===== src/rtl/sub128_serial_pkg.sv =====
// Shared constants and FSM encoding for the serial slice-wise subtractor.
//   WIDTH_DEF   : default operand width
//   SLICE_W_DEF : default bits processed per cycle
//   NSLICES     : slices per operation
//   IDX_W       : width of the slice index
package sub128_serial_pkg;

    localparam int unsigned WIDTH_DEF   = 128;
    localparam int unsigned SLICE_W_DEF = 8;
    localparam int unsigned NSLICES     = WIDTH_DEF / SLICE_W_DEF;
    localparam int unsigned IDX_W       = $clog2(NSLICES);

    typedef enum logic [1:0] {
        ST_IDLE = 2'd0,
        ST_RUN  = 2'd1,
        ST_DONE = 2'd2
    } state_e;

endpackage


===== src/rtl/sub128_serial_slice.sv =====
// One slice of the subtractor: d = x - y - borrow_in over SLICE_W+1 bits.
//   x, y       : slice operands
//   borrow_in  : borrow from the previous (lower) slice
//   d          : low SLICE_W bits of the difference
//   borrow_out : top bit of the extended difference, set when the slice underflows
module sub_slice_9bit
    import sub128_serial_pkg::*;
#(
    parameter int unsigned SLICE_W = SLICE_W_DEF
) (
    input  logic [SLICE_W-1:0] x,
    input  logic [SLICE_W-1:0] y,
    input  logic               borrow_in,
    output logic [SLICE_W-1:0] d,
    output logic               borrow_out
);

    logic [SLICE_W:0] ext_c;

    // Zero-extended subtraction; an underflow wraps and sets the top bit.
    assign ext_c      = {1'b0, x} - {1'b0, y} - {{SLICE_W{1'b0}}, borrow_in};
    assign d          = ext_c[SLICE_W-1:0];
    assign borrow_out = ext_c[SLICE_W];

endmodule


===== src/rtl/sub128_serial.sv =====
// Serial unsigned subtractor: diff = (a - b) mod 2^WIDTH, borrow = (a < b),
// computed SLICE_W bits per cycle, LSB slice first, through a single slice unit.
//   clk, rst             : clock, synchronous active-high reset
//   in_valid / in_ready  : operand handshake (ready only in IDLE)
//   a, b                 : minuend, subtrahend
//   out_valid / out_ready: result handshake (valid only in DONE)
//   diff, borrow         : result, held until the next result overwrites it
module sub128_serial
    import sub128_serial_pkg::*;
#(
    parameter int unsigned WIDTH   = WIDTH_DEF,
    parameter int unsigned SLICE_W = SLICE_W_DEF
) (
    input  logic             clk,
    input  logic             rst,
    input  logic             in_valid,
    output logic             in_ready,
    input  logic [WIDTH-1:0] a,
    input  logic [WIDTH-1:0] b,
    output logic             out_valid,
    input  logic             out_ready,
    output logic [WIDTH-1:0] diff,
    output logic             borrow
);

    localparam int unsigned NS = WIDTH / SLICE_W;
    localparam int unsigned IW = (NS > 1) ? $clog2(NS) : 1;

    state_e                        state_q, state_d;
    logic [NS-1:0][SLICE_W-1:0]    a_q, a_d;
    logic [NS-1:0][SLICE_W-1:0]    b_q, b_d;
    logic [NS-1:0][SLICE_W-1:0]    diff_q, diff_d;
    logic [IW-1:0]                 idx_q, idx_d;
    logic                          bint_q, bint_d;
    logic                          borrow_q, borrow_d;
    logic                          in_ready_q, in_ready_d;
    logic                          out_valid_q, out_valid_d;

    logic [SLICE_W-1:0]            slice_d_c;
    logic                          slice_bout_c;

    // Single slice unit, time-multiplexed by the slice index.
    sub_slice_9bit #(
        .SLICE_W (SLICE_W)
    ) u_slice (
        .x          (a_q[idx_q]),
        .y          (b_q[idx_q]),
        .borrow_in  (bint_q),
        .d          (slice_d_c),
        .borrow_out (slice_bout_c)
    );

    // State and datapath registers.
    always_ff @(posedge clk) begin
        if (rst) begin
            state_q     <= ST_IDLE;
            a_q         <= '0;
            b_q         <= '0;
            diff_q      <= '0;
            idx_q       <= '0;
            bint_q      <= 1'b0;
            borrow_q    <= 1'b0;
            in_ready_q  <= 1'b1;
            out_valid_q <= 1'b0;
        end else begin
            state_q     <= state_d;
            a_q         <= a_d;
            b_q         <= b_d;
            diff_q      <= diff_d;
            idx_q       <= idx_d;
            bint_q      <= bint_d;
            borrow_q    <= borrow_d;
            in_ready_q  <= in_ready_d;
            out_valid_q <= out_valid_d;
        end
    end

    // Next-state and datapath update.
    always_comb begin
        state_d  = state_q;
        a_d      = a_q;
        b_d      = b_q;
        diff_d   = diff_q;
        idx_d    = idx_q;
        bint_d   = bint_q;
        borrow_d = borrow_q;

        case (state_q)
            ST_IDLE: begin
                if (in_valid) begin
                    a_d     = a;
                    b_d     = b;
                    idx_d   = '0;
                    bint_d  = 1'b0;
                    state_d = ST_RUN;
                end
            end
            ST_RUN: begin
                diff_d[idx_q] = slice_d_c;
                bint_d        = slice_bout_c;
                idx_d         = idx_q + IW'(1);
                if (idx_q == IW'(NS - 1)) begin
                    borrow_d = slice_bout_c;
                    idx_d    = '0;
                    state_d  = ST_DONE;
                end
            end
            ST_DONE: begin
                if (out_ready) begin
                    state_d = ST_IDLE;
                end
            end
            default: begin
                state_d = ST_IDLE;
            end
        endcase

        // Handshake flags are registered copies of the next state.
        in_ready_d  = (state_d == ST_IDLE);
        out_valid_d = (state_d == ST_DONE);
    end

    assign in_ready  = in_ready_q;
    assign out_valid = out_valid_q;
    assign diff      = diff_q;
    assign borrow    = borrow_q;

endmodule


===== config.mk =====
export PLATFORM = sky130hd
export DESIGN_NAME = sub128_serial
export DESIGN_NICKNAME = d
export VERILOG_FILES = /design/src/rtl/sub128_serial_pkg.sv /design/src/rtl/sub128_serial_slice.sv /design/src/rtl/sub128_serial.sv
export SDC_FILE = /design/constraint.sdc
export NUM_CORES = 1
export LEC_CHECK = 0
export BUFFER_PORTS_ARGS = -buffer_cell sky130_fd_sc_hd__buf_2
export CAP_MARGIN = 20
export CORE_MARGIN = 2
export CORE_UTILIZATION = 58
export CTS_CLUSTER_DIAMETER = 60
export DETAILED_ROUTE_END_ITERATION = 12
export HOLD_SLACK_MARGIN = 0.1
export PLACE_DENSITY_LB_ADDON = 0.1
export SYNTH_ARGS = -nofsm -noshare
export SYNTH_HDL_FRONTEND = slang
export SYNTH_SLANG_ARGS = --single-unit

===== constraint.sdc =====
create_clock -name clk -period 8 [get_ports clk]
set_input_delay 0.4 -clock clk [delete_from_list [all_inputs] [get_ports clk]]
set_output_delay 0.4 -clock clk [all_outputs]
set_load 0.01 [all_outputs]

==> results of run 1 <==
-- kinds of logic (layout without fill, tap and decap cells) --
group           count (synthesis)  in the layout  synth area share
simple gates                  785            785             0.195
flops                         394            394             0.490
xor+xnor                        6              6           0.00420
compound gates                412            412             0.142
mux                            84             84             0.112
fa+ha+maj                      18             18            0.0149
buf+inv                       169            493            0.0417
-- worst max-delay path, delay by kind of cell (launching register included) --
family / cells / cell delay [ns]
buffers and inverters: 2 / 0.65
xor gates and xnor gates: 1 / 0.72
muxes: 2 / 1.10
and+or+nand+nor: 1 / 0.17
DFF: 1 / 0.88
adders and majority gates: 2 / 0.65
AOI/OAI and AO/OA: 3 / 0.72
-- placed cells by master, fill, tap and decap left out, types with 2 or more instances in the layout --
cell,synthesis,routed
nand3b_1,28,28
mux2i_1,6,6
nand2_1,629,628
clkbuf_1,121,10
buf_2,8,389
nor2b_1,4,4
clkinv_2,0,8
clkbuf_16,0,41
mux4_2,77,77
nand3_1,16,16
dlygate4sd3_1,0,2
ha_1,16,16
dfxtp_1,394,390
nor3_1,4,4
dfxtp_4,0,2
bufinv_16,0,2
a211oi_1,35,35
fa_1,2,2
o31ai_1,15,15
inv_1,23,23
buf_4,0,10
or3_1,5,5
a21o_1,3,3
dfxtp_2,0,2
clkbuf_8,0,7
o21ai_0,4,4
o21bai_1,3,3
xnor2_2,2,4
nand2b_1,5,5
o41ai_1,11,11
a21oi_1,335,335
nor2_1,86,86
-- layout make-up --
type / instances / area [sq um] / area share
Multi-Input combinational cell: 1305 / 7560 / 0.391
Timing Repair Buffer: 402 / 2060 / 0.106
Inverter: 23 / 86.3 / 0.00447
Clock inverter: 10 / 100 / 0.00518
Sequential cell: 394 / 7900 / 0.409
Clock buffer: 58 / 1160 / 0.0600
Tap cell: 372 / 465 / 0.0241
-- Yosys cell counts (all sizes together) --
library cell / number / area, sq um
nand2: 629 / 2360
dfxtp: 394 / 7890
a21oi: 335 / 1680
clkbuf: 124 / 469
nor2: 86 / 323
mux4: 77 / 1730
a211oi: 35 / 263
nand3b: 28 / 210
inv: 23 / 86.3
buf: 22 / 115
ha: 16 / 200
nand3: 16 / 80.1
o31ai: 16 / 125
o41ai: 11 / 96.3
mux2i: 6 / 60.1
nand2b: 5 / 31.3
or3: 5 / 31.3
xnor2: 5 / 58.8
nor2b: 4 / 25.0
nor3: 4 / 20.0
o21ai: 4 / 20.0
o21bai: 4 / 33.8
a21o: 3 / 22.5
a311oi: 2 / 23.8
and2: 2 / 12.5
fa: 2 / 40.0
nor3b: 2 / 20.0
a22oi: 1 / 7.51
mux2: 1 / 15.0
nand4: 1 / 6.26
nand4b: 1 / 8.76
o211a: 1 / 10.0
or2: 1 / 6.26
or4: 1 / 7.51
xor2: 1 / 8.76
-- power by group through the flow --
stage                     clock [W]  combinational [W]  sequential, W
final                       0.00181           0.000596        0.00210
after detailed placement          0           0.000591        0.00215
after floorplan                   0           0.000398        0.00212
after global routing        0.00190           0.000648        0.00211
after CTS                   0.00182           0.000594        0.00210
after global placement            0           0.000579        0.00214
-- flip-flops by register name (all words and copies together) (netlist names) --
register	flops
a_q	128
b_q	128
diff	128
idx_q	4
state_q	2
bint_q	1
borrow	1
in_ready	1
out_valid	1
-- worst paths after layout --
path | start | end | cells past startpoint
max reg2reg | idx_q[0]$_SDFFE_PP0P_ | diff[37]$_SDFFE_PP0P_ | 11
max | idx_q[0]$_SDFFE_PP0P_ | diff[37]$_SDFFE_PP0P_ | 11
min reg2reg | diff[97]$_SDFFE_PP0P_ | diff[97]$_SDFFE_PP0P_ | 2
min | b[100] | b_q[100]$_SDFFE_PP0P_ | 3
-- routing by layer --
layer / vias up / wire length (um) / global-route usage
met3: 98 / 3420 / 0.0597
li1: 6913 / - / -
met5: - / 25 / 0
met1: 6679 / 18500 / 0.393
met4: 4 / 1680 / 0.121
met2: 591 / 21800 / 0.507
-- metrics by stage --
| step | total power (W) | instances | hold WS, ns | area (sq um) | setup slack (ns) |
|---|---|---|---|---|---|
| 2_1_floorplan | 0.00252 | 1868 | 0.433 | 16100 | 3.56 |
| 3_3_place_gp | 0.00272 | 2494 | 0.438 | 18000 | 2.90 |
| 3_5_place_dp | 0.00274 | 2494 | 0.443 | 18000 | 2.80 |
| 4_1_cts | 0.00452 | 2564 | 0.101 | 19300 | 2.79 |
| 5_1_grt | 0.00466 | 2564 | 0.101 | 19300 | 2.48 |
| 6_report | 0.00451 | 2564 | 0.109 | 19300 | 2.86 |
==> impl_metrics.json, run 1 <==
{
  "grt_max_degree": 168,
  "cts_root_buffer": "clkbuf_16",
  "skew_ns": 0.0133,
  "gr-total-overflow": 0,
  "ys_ff_latch": 394,
  "rsz0062_at_grt": "no",
  "tightest_slew_ns": 1.09,
  "yosysWarnings": 0,
  "initialDrtViolationCount": 1266,
  "dp_hpwl_um": 31600,
  "combPwrFrac": 0.132,
  "rrSetupSlack_ns": 2.86,
  "finalNetCount": 2443,
  "p_sw_frac": 0.262,
  "fmax_mhz": 195,
  "fillers": 2219,
  "end_kind": "flip-flop",
  "status": "complete, no violations",
  "ant_nets": 0,
  "cts.sinks": 394,
  "io_buffers": 390,
  "ctsHoldBuffers": 2,
  "die_w_um": 171,
  "layout_min_cycle_time_ns": 5.14,
  "cpMostUsedCell": "mux4_2",
  "grt_pass1_wl_um": 69700,
  "drc": 0,
  "h-tree-depth": 2,
  "p_seq_frac": 0.467,
  "finalHoldViolations": 0,
  "synth_cell_type_count": 43,
  "holdCritPathClass": "input pin to flip-flop",
  "arrival_ns": 5.51,
  "power.net_switching_w": 0.00118,
  "start_util": 0.594,
  "drive_above_1_share": 0.251,
  "setup_viol": 0,
  "routed_wl_um": 45400,
  "vdd_drop_max_uv": 166,
  "post_cts_buffers": 0,
  "max_slew_margin": 0.271,
  "syn_area_sq_um": 16100,
  "antenna_cells": 0,
  "p_per_area_nw_per_um2": 233,
  "slew_violations": 0,
  "tns_ns": 0,
  "start_kind": "flip-flop",
  "die_h_um": 171,
  "avgViaCountPerCell": 5.57,
  "path_class": "flip-flop to flip-flop",
  "clock_path_buffers": 3,
  "cts_made_buffers": 39,
  "power.leakage_nw": 7.81,
  "cts_tree": "yes",
  "avgSynthCellArea_sq_um": 8.62,
  "synth.yosys.seq_area_share": 0.490,
  "path_clk_slew_ns": 0.06,
  "ioPinCount": 391,
  "wl_per_cell_um": 17.7,
  "syn_inst": 1868,
  "gp_congestion": 0.874,
  "p_int_w": 0.00333,
  "period_share": 0.642,
  "path_max_fanout": 48,
  "cts-resized-gates": 0,
  "grt_usage": 0.305,
  "vias": 14300,
  "dr.pass1.iters": 7,
  "clock_latency_ns": 0.53,
  "antenna_found_initial": 2,
  "pwr-share-clk": 0.401,
  "coreArea_sq_um": 27100,
  "maxCapViolCount": 0,
  "grt_pass1_vias": 13300,
  "cpMaxStageDelayCell": "dfxtp_4",
  "final_util": 0.713,
  "worstPathCellList": "buf_4 > mux4_2 > mux4_2 > fa_1 > inv_1 > ha_1 > nor3b_2 > a311oi_2 > o21bai_2 > xnor2_2 > o31ai_1",
  "synth_nets": 2146,
  "core.rowCount": 60,
  "die_area_sq_um": 29100,
  "critPathRequiredTime_ns": 8.37,
  "max_stage_delay_ns": 0.88,
  "area_growth_syn_to_layout_pct": 20.1
}
No activity file was read; power rests on OpenSTA's default activity.
==> run 2, diff against run 1 <==
--- a/config.mk
+++ b/config.mk
@@ -8,7 +8,7 @@
 export BUFFER_PORTS_ARGS = -buffer_cell sky130_fd_sc_hd__buf_2
 export CAP_MARGIN = 20
 export CORE_MARGIN = 2
-export CORE_UTILIZATION = 58
+export CORE_UTILIZATION = 48
 export CTS_CLUSTER_DIAMETER = 60
 export DETAILED_ROUTE_END_ITERATION = 12
 export HOLD_SLACK_MARGIN = 0.1
==> constraint.sdc (replaced) <==
create_clock -name clk -period 4.31 [get_ports clk]
set_input_delay 0.2155 -clock clk [delete_from_list [all_inputs] [get_ports clk]]
set_output_delay 0.2155 -clock clk [all_outputs]
set_load 0.01 [all_outputs]
==> run 2 against run 1 <==
  * Critical path type unchanged
  * Critical endpoint is now diff[15]$_SDFFE_PP0P_
  * Flip-flop and latch count is the same
  * Clock power up 92%
  * Total power rose by 94%
  * Wire length up 18%
  * Count of clock-buffer cells in the layout rose by 2
  * Cell count increased by 14%
  * Non-clock buffer count grew 275
  * Critical path depth unchanged
  * Maximum frequency grew 28%
  * Clock skew up 0.0029 ns
  * Largest cell class unchanged
  * Global-route usage is 0.72 points lower
  * Worst setup slack worse by 2.6 ns
==> impl_metrics.json, run 2 (same netlist as run 1, synthesis figures left out) <==
{
  "end_kind": "flip-flop",
  "reg2regPathDepth": 11,
  "pre_cts_ws_ns": 0.131,
  "p_sw_frac": 0.263,
  "core.rowCount": 67,
  "max_slew_margin": 0.297,
  "vias": 15800,
  "setup_viol": 0,
  "layout_min_cycle_time_ns": 4.02,
  "holdCritPathClass": "input pin to flip-flop",
  "period_share": 0.933,
  "start_util": 0.484,
  "ant_nets": 0,
  "drc": 0,
  "ioPinCount": 391,
  "rrSetupSlack_ns": 0.29,
  "initialDrtViolationCount": 1230,
  "cts_root_buffer": "clkbuf_16",
  "coreArea_sq_um": 33300,
  "hold_depth": 4,
  "rsz0062_at_grt": "no",
  "p_per_area_nw_per_um2": 392,
  "finalNetCount": 2720,
  "wl_per_cell_um": 18.3,
  "clock_path_buffers": 3,
  "path_clk_slew_ns": 0.06,
  "layout_setup_ws_ns": 0.288,
  "cts_tree": "yes",
  "pwr-share-clk": 0.396,
  "start_kind": "flip-flop",
  "status": "complete, no violations",
  "grt_pass1_wl_um": 83300,
  "gr-total-overflow": 0,
  "timing.rr.end": "diff[15]$_SDFFE_PP0P_",
  "p_seq_frac": 0.445,
  "grt_pass1_vias": 15700,
  "fmax_mhz": 249,
  "maxCapViolCount": 0,
  "holdWs_ns": 0.197,
  "antenna_found_initial": 3,
  "h-tree-depth": 2,
  "power.total_w": 0.00875,
  "cts.sinks": 394,
  "path_max_fanout": 16,
  "path_class": "flip-flop to flip-flop",
  "critPathRequiredTime_ns": 4.75,
  "clock_latency_ns": 0.52,
  "combPwrFrac": 0.159,
  "arrival_ns": 4.46,
  "die_w_um": 187,
  "drive_above_1_share": 0.234,
  "area_growth_syn_to_layout_pct": 38.5,
  "tightest_slew_ns": 1.06,
  "power.leakage_nw": 9.03,
  "power.net_switching_w": 0.00230,
  "grt_max_degree": 170,
  "grt_usage": 0.298,
  "skew_ns": 0.0162,
  "r2r_start": "idx_q[0]$_SDFFE_PP0P_",
  "slew_violations": 0,
  "layout_common_cells": "nand2_1 (628), dfxtp_1 (390), buf_2 (389), a21oi_1 (334), dlygate4sd3_1 (257)",
  "holdCritStartpoint": "in_valid",
  "die_area_sq_um": 35000,
  "routed_wl_um": 53500,
  "min_to": "idx_q[2]$_SDFFE_PP0P_",
  "final_util": 0.670,
  "dp_hpwl_um": 34100,
  "finalHoldViolations": 0,
  "final_common_cell": "nand2_1",
  "gp_congestion": 0.834,
  "cts_made_buffers": 41,
  "tns_ns": 0,
  "p_int_w": 0.00645,
  "dr.pass1.iters": 6,
  "io_buffers": 390,
  "die_h_um": 187,
  "vdd_drop_max_uv": 227,
  "avgViaCountPerCell": 5.40
}
[run 2: changes by cell type in the layout (fill, tap and decap cells not counted), sizes merged]
cell | before | now
clkinv | 8 | 9
clkinvlp | 0 | 2
diode | 0 | 4
dlygate4sd3 | 2 | 257
clkbuf | 58 | 60
buf | 400 | 420
[run 2: worst max path at each step]
stage,startpoint,endpoint,slack [ns],cells after the start
finish,idx_q[0]$_SDFFE_PP0P_,diff[15]$_SDFFE_PP0P_,0.29,11
global route,idx_q[0]$_SDFFE_PP0P_,diff[23]$_SDFFE_PP0P_,0.05,11
CTS,idx_q[0]$_SDFFE_PP0P_,diff[6]$_SDFFE_PP0P_,0.11,12
detailed placement,idx_q[0]$_SDFFE_PP0P_,diff[87]$_SDFFE_PP0P_,0.13,14
global placement,idx_q[0]$_SDFFE_PP0P_,diff[126]$_SDFFE_PP0P_,0.19,12
floorplan,idx_q[1]$_SDFFE_PP0P_,diff[15]$_SDFFE_PP0P_,0.03,13
[run 2: what timing repair did]
item / in CTS / in global routing
setup buffers: 0 / 1
gates resized for setup: 0 / 2
endpoints found under the hold margin: 258 / 0
setup endpoints to repair: 0 / 33
hold buffers: 257 / 0
[run 2: cell type report]
type,instances,area [sq um]
well taps,448,561
clock buffers,60,1200
inverters,23,86.3
multi-input cells,1305,7580
repair buffers,677,4850
flip-flops and latches,394,7900
fillers,2645,11000
diodes,4,10.0
clock inverters,13,120
[run 2: routing by layer]
metal  up-vias  part of all wire  GRT usage
met5         -                 0          0
met4         0             0.051      0.142
met3       192             0.064     0.0413
met2       725              0.48      0.501
met1      7395              0.41      0.379
li1       7476                 -          -
[run 2: stage by stage]
| stage | cell area [sq um] | std cells |
|---|---|---|
| 6_report | 22300 | 2924 |
| 5_1_grt | 22300 | 2923 |
| 4_1_cts | 22200 | 2919 |
| 3_5_place_dp | 18400 | 2589 |
| 3_3_place_gp | 18300 | 2588 |
| 2_1_floorplan | 16100 | 1868 |
[run 2: power by group through the flow]
stage / Clock, W / Sequential (W) / Combinational [W]
2_1_floorplan: 0 / 0.00394 / 0.000740
6_report: 0.00347 / 0.00389 / 0.00139
3_5_place_dp: 0 / 0.00398 / 0.00116
3_3_place_gp: 0 / 0.00397 / 0.00114
4_1_cts: 0.00351 / 0.00390 / 0.00134
5_1_grt: 0.00366 / 0.00391 / 0.00150
[run 2: worst max-delay path, stage by stage, from the launching register on]
cell and delay, ns:
dfxtp_4 0.56, buf_16 0.21, mux4_2 0.50, mux4_2 0.52
fa_1 0.40, inv_1 0.11, ha_1 0.26, nor3b_2 0.17
a311oi_2 0.30, mux2_4 0.43, or3_1 0.36, a21oi_1 0.12
==> run 3, diff against run 2 <==
--- a/config.mk
+++ b/config.mk
@@ -8,11 +8,11 @@
 export BUFFER_PORTS_ARGS = -buffer_cell sky130_fd_sc_hd__buf_2
 export CAP_MARGIN = 20
 export CORE_MARGIN = 2
-export CORE_UTILIZATION = 48
+export CORE_UTILIZATION = 45
 export CTS_CLUSTER_DIAMETER = 60
 export DETAILED_ROUTE_END_ITERATION = 12
 export HOLD_SLACK_MARGIN = 0.1
-export PLACE_DENSITY_LB_ADDON = 0.1
+export PLACE_DENSITY = 0.72
 export SYNTH_ARGS = -nofsm -noshare
 export SYNTH_HDL_FRONTEND = slang
 export SYNTH_SLANG_ARGS = --single-unit
==> run 3 against run 2 <==
  * Critical path depth rose by 4
  * Clock skew rose by 0.012 ns
  * Register-to-register slack got worse by 0.04 ns
  * Global-route usage rose by 0.13 points
  * Largest cell class unchanged
  * Critical path type unchanged
  * Highest routed layer unchanged
==> impl_metrics.json, run 3 (same netlist as run 1, synthesis figures left out) <==
{
  "setup_viol": 0,
  "vias": 16200,
  "drive_above_1_share": 0.234,
  "die_w_um": 193,
  "avgViaCountPerCell": 5.53,
  "rsz0062_at_grt": "no",
  "dp_hpwl_um": 35300,
  "gp_congestion": 0.880,
  "dr.pass1.iters": 6,
  "slew_violations": 0,
  "grt_pass1_wl_um": 87000,
  "vdd_drop_max_uv": 318,
  "seq_area_sq_um": 7900,
  "dp.cells": 2598,
  "skew_ns": 0.0280,
  "path_class": "flip-flop to flip-flop",
  "p_per_area_nw_per_um2": 402,
  "final_common_cell": "nand2_1",
  "grt_usage": 0.299,
  "multi_input_area_sq_um": 7560,
  "grt_pass1_vias": 16000,
  "ioPinCount": 391,
  "clock_latency_ns": 0.54,
  "die_h_um": 193,
  "period_share": 0.942,
  "path_max_fanout": 53,
  "cts_tree": "yes",
  "start_util": 0.455,
  "fin_cells": 2934,
  "layout_min_cycle_time_ns": 4.06,
  "tns_ns": 0,
  "core.rowCount": 69,
  "end_kind": "flip-flop",
  "cts-resized-gates": 0,
  "path_clk_slew_ns": 0.06,
  "wl_per_cell_um": 19.6,
  "die_area_sq_um": 37300,
  "fillers": 2784,
  "fmax_mhz": 246,
  "ant_nets": 0,
  "grt_max_degree": 195,
  "h-tree-depth": 2,
  "cts.sinks": 394,
  "cts_root_buffer": "clkbuf_16",
  "max_slew_margin": 0.256,
  "finalNetCount": 2718,
  "power.leakage_nw": 9.08,
  "finalHoldViolations": 0,
  "gr-total-overflow": 0,
  "holdCritPathClass": "input pin to flip-flop",
  "tightest_slew_ns": 1.12,
  "arrival_ns": 4.41,
  "status": "complete, no violations",
  "initialDrtViolationCount": 1523,
  "clock_path_buffers": 3,
  "area_growth_syn_to_layout_pct": 39.0,
  "layout_common_cells": "nand2_1 (628), dfxtp_1 (390), buf_2 (389), a21oi_1 (335), dlygate4sd3_1 (257)",
  "cts_made_buffers": 42,
  "start_kind": "flip-flop",
  "io_buffers": 390,
  "antenna_found_initial": 2,
  "routed_wl_um": 57600,
  "drc": 0,
  "critPathRequiredTime_ns": 4.66,
  "maxCapViolCount": 0,
  "coreArea_sq_um": 35400
}
[run 3: what timing repair did]
item	in CTS	in global routing
endpoints found under the hold margin	258	0
buffers inserted	0	1
setup endpoints to repair	0	31
hold buffers	257	0
[run 3: routing by layer]
metal,part of all wire,vias to the layer above,global-route usage
met5,0,-,0
met4,0.055,0,0.160
met3,0.076,236,0.0478
met2,0.49,916,0.520
met1,0.38,7609,0.355
li1,-,7471,-
[run 3: power breakdown]
part | switching, W | total (W) | internal [W]
clock | 0.00149 | 0.00370 | 0.00221
sequential | 0.000103 | 0.00390 | 0.00380
combinational | 0.000806 | 0.00140 | 0.000592
[run 3: cell type report]
| type | instances | area share |
|---|---|---|
| Timing Repair Buffer | 674 | 0.216 |
| Tap cell | 461 | 0.0258 |
| Sequential cell | 394 | 0.353 |
| Multi-Input combinational cell | 1305 | 0.338 |
| Clock inverter | 18 | 0.00917 |
| Antenna cell | 3 | 0.000335 |
| Clock buffer | 56 | 0.0538 |
| Inverter | 23 | 0.00386 |
[run 3: metrics by stage]
stage / cell area (sq um) / util / hold slack [ns] / total power, W / setup slack (ns)
5_1_grt: 22400 / 0.632 / 0.249 / 0.00931 / 0.0112
3_3_place_gp: 18300 / 0.518 / 0.440 / 0.00512 / 0.247
6_report: 22400 / 0.632 / 0.198 / 0.00900 / 0.251
3_5_place_dp: 18300 / 0.518 / 0.444 / 0.00515 / 0.168
4_1_cts: 22300 / 0.631 / 0.168 / 0.00898 / 0.136
2_1_floorplan: 16100 / - / 0.351 / 0.00468 / 0.0328
[run 3: worst paths after layout]
check / cells after the start / end / startpoint / slack [ns]
hold reg to reg: 2 / diff[49]$_SDFFE_PP0P_ / diff[49]$_SDFFE_PP0P_ / 0.45
hold / removal: 4 / idx_q[2]$_SDFFE_PP0P_ / in_valid / 0.20
setup / recovery: 15 / diff[103]$_SDFFE_PP0P_ / idx_q[1]$_SDFFE_PP0P_ / 0.25
setup reg to reg: 15 / diff[103]$_SDFFE_PP0P_ / idx_q[1]$_SDFFE_PP0P_ / 0.25
[run 3: critical path, stage by stage (launching register included)]
cell and delay [ns]:
dfxtp_4 0.44, buf_12 0.31, buf_4 0.27, mux4_2 0.33, mux4_2 0.49, inv_1 0.13, ha_1 0.25, inv_1 0.07
ha_1 0.26, a21o_1 0.20, a21oi_1 0.23, nand2_1 0.08, a211oi_1 0.24, a21o_1 0.24, buf_4 0.23, o41ai_1 0.08
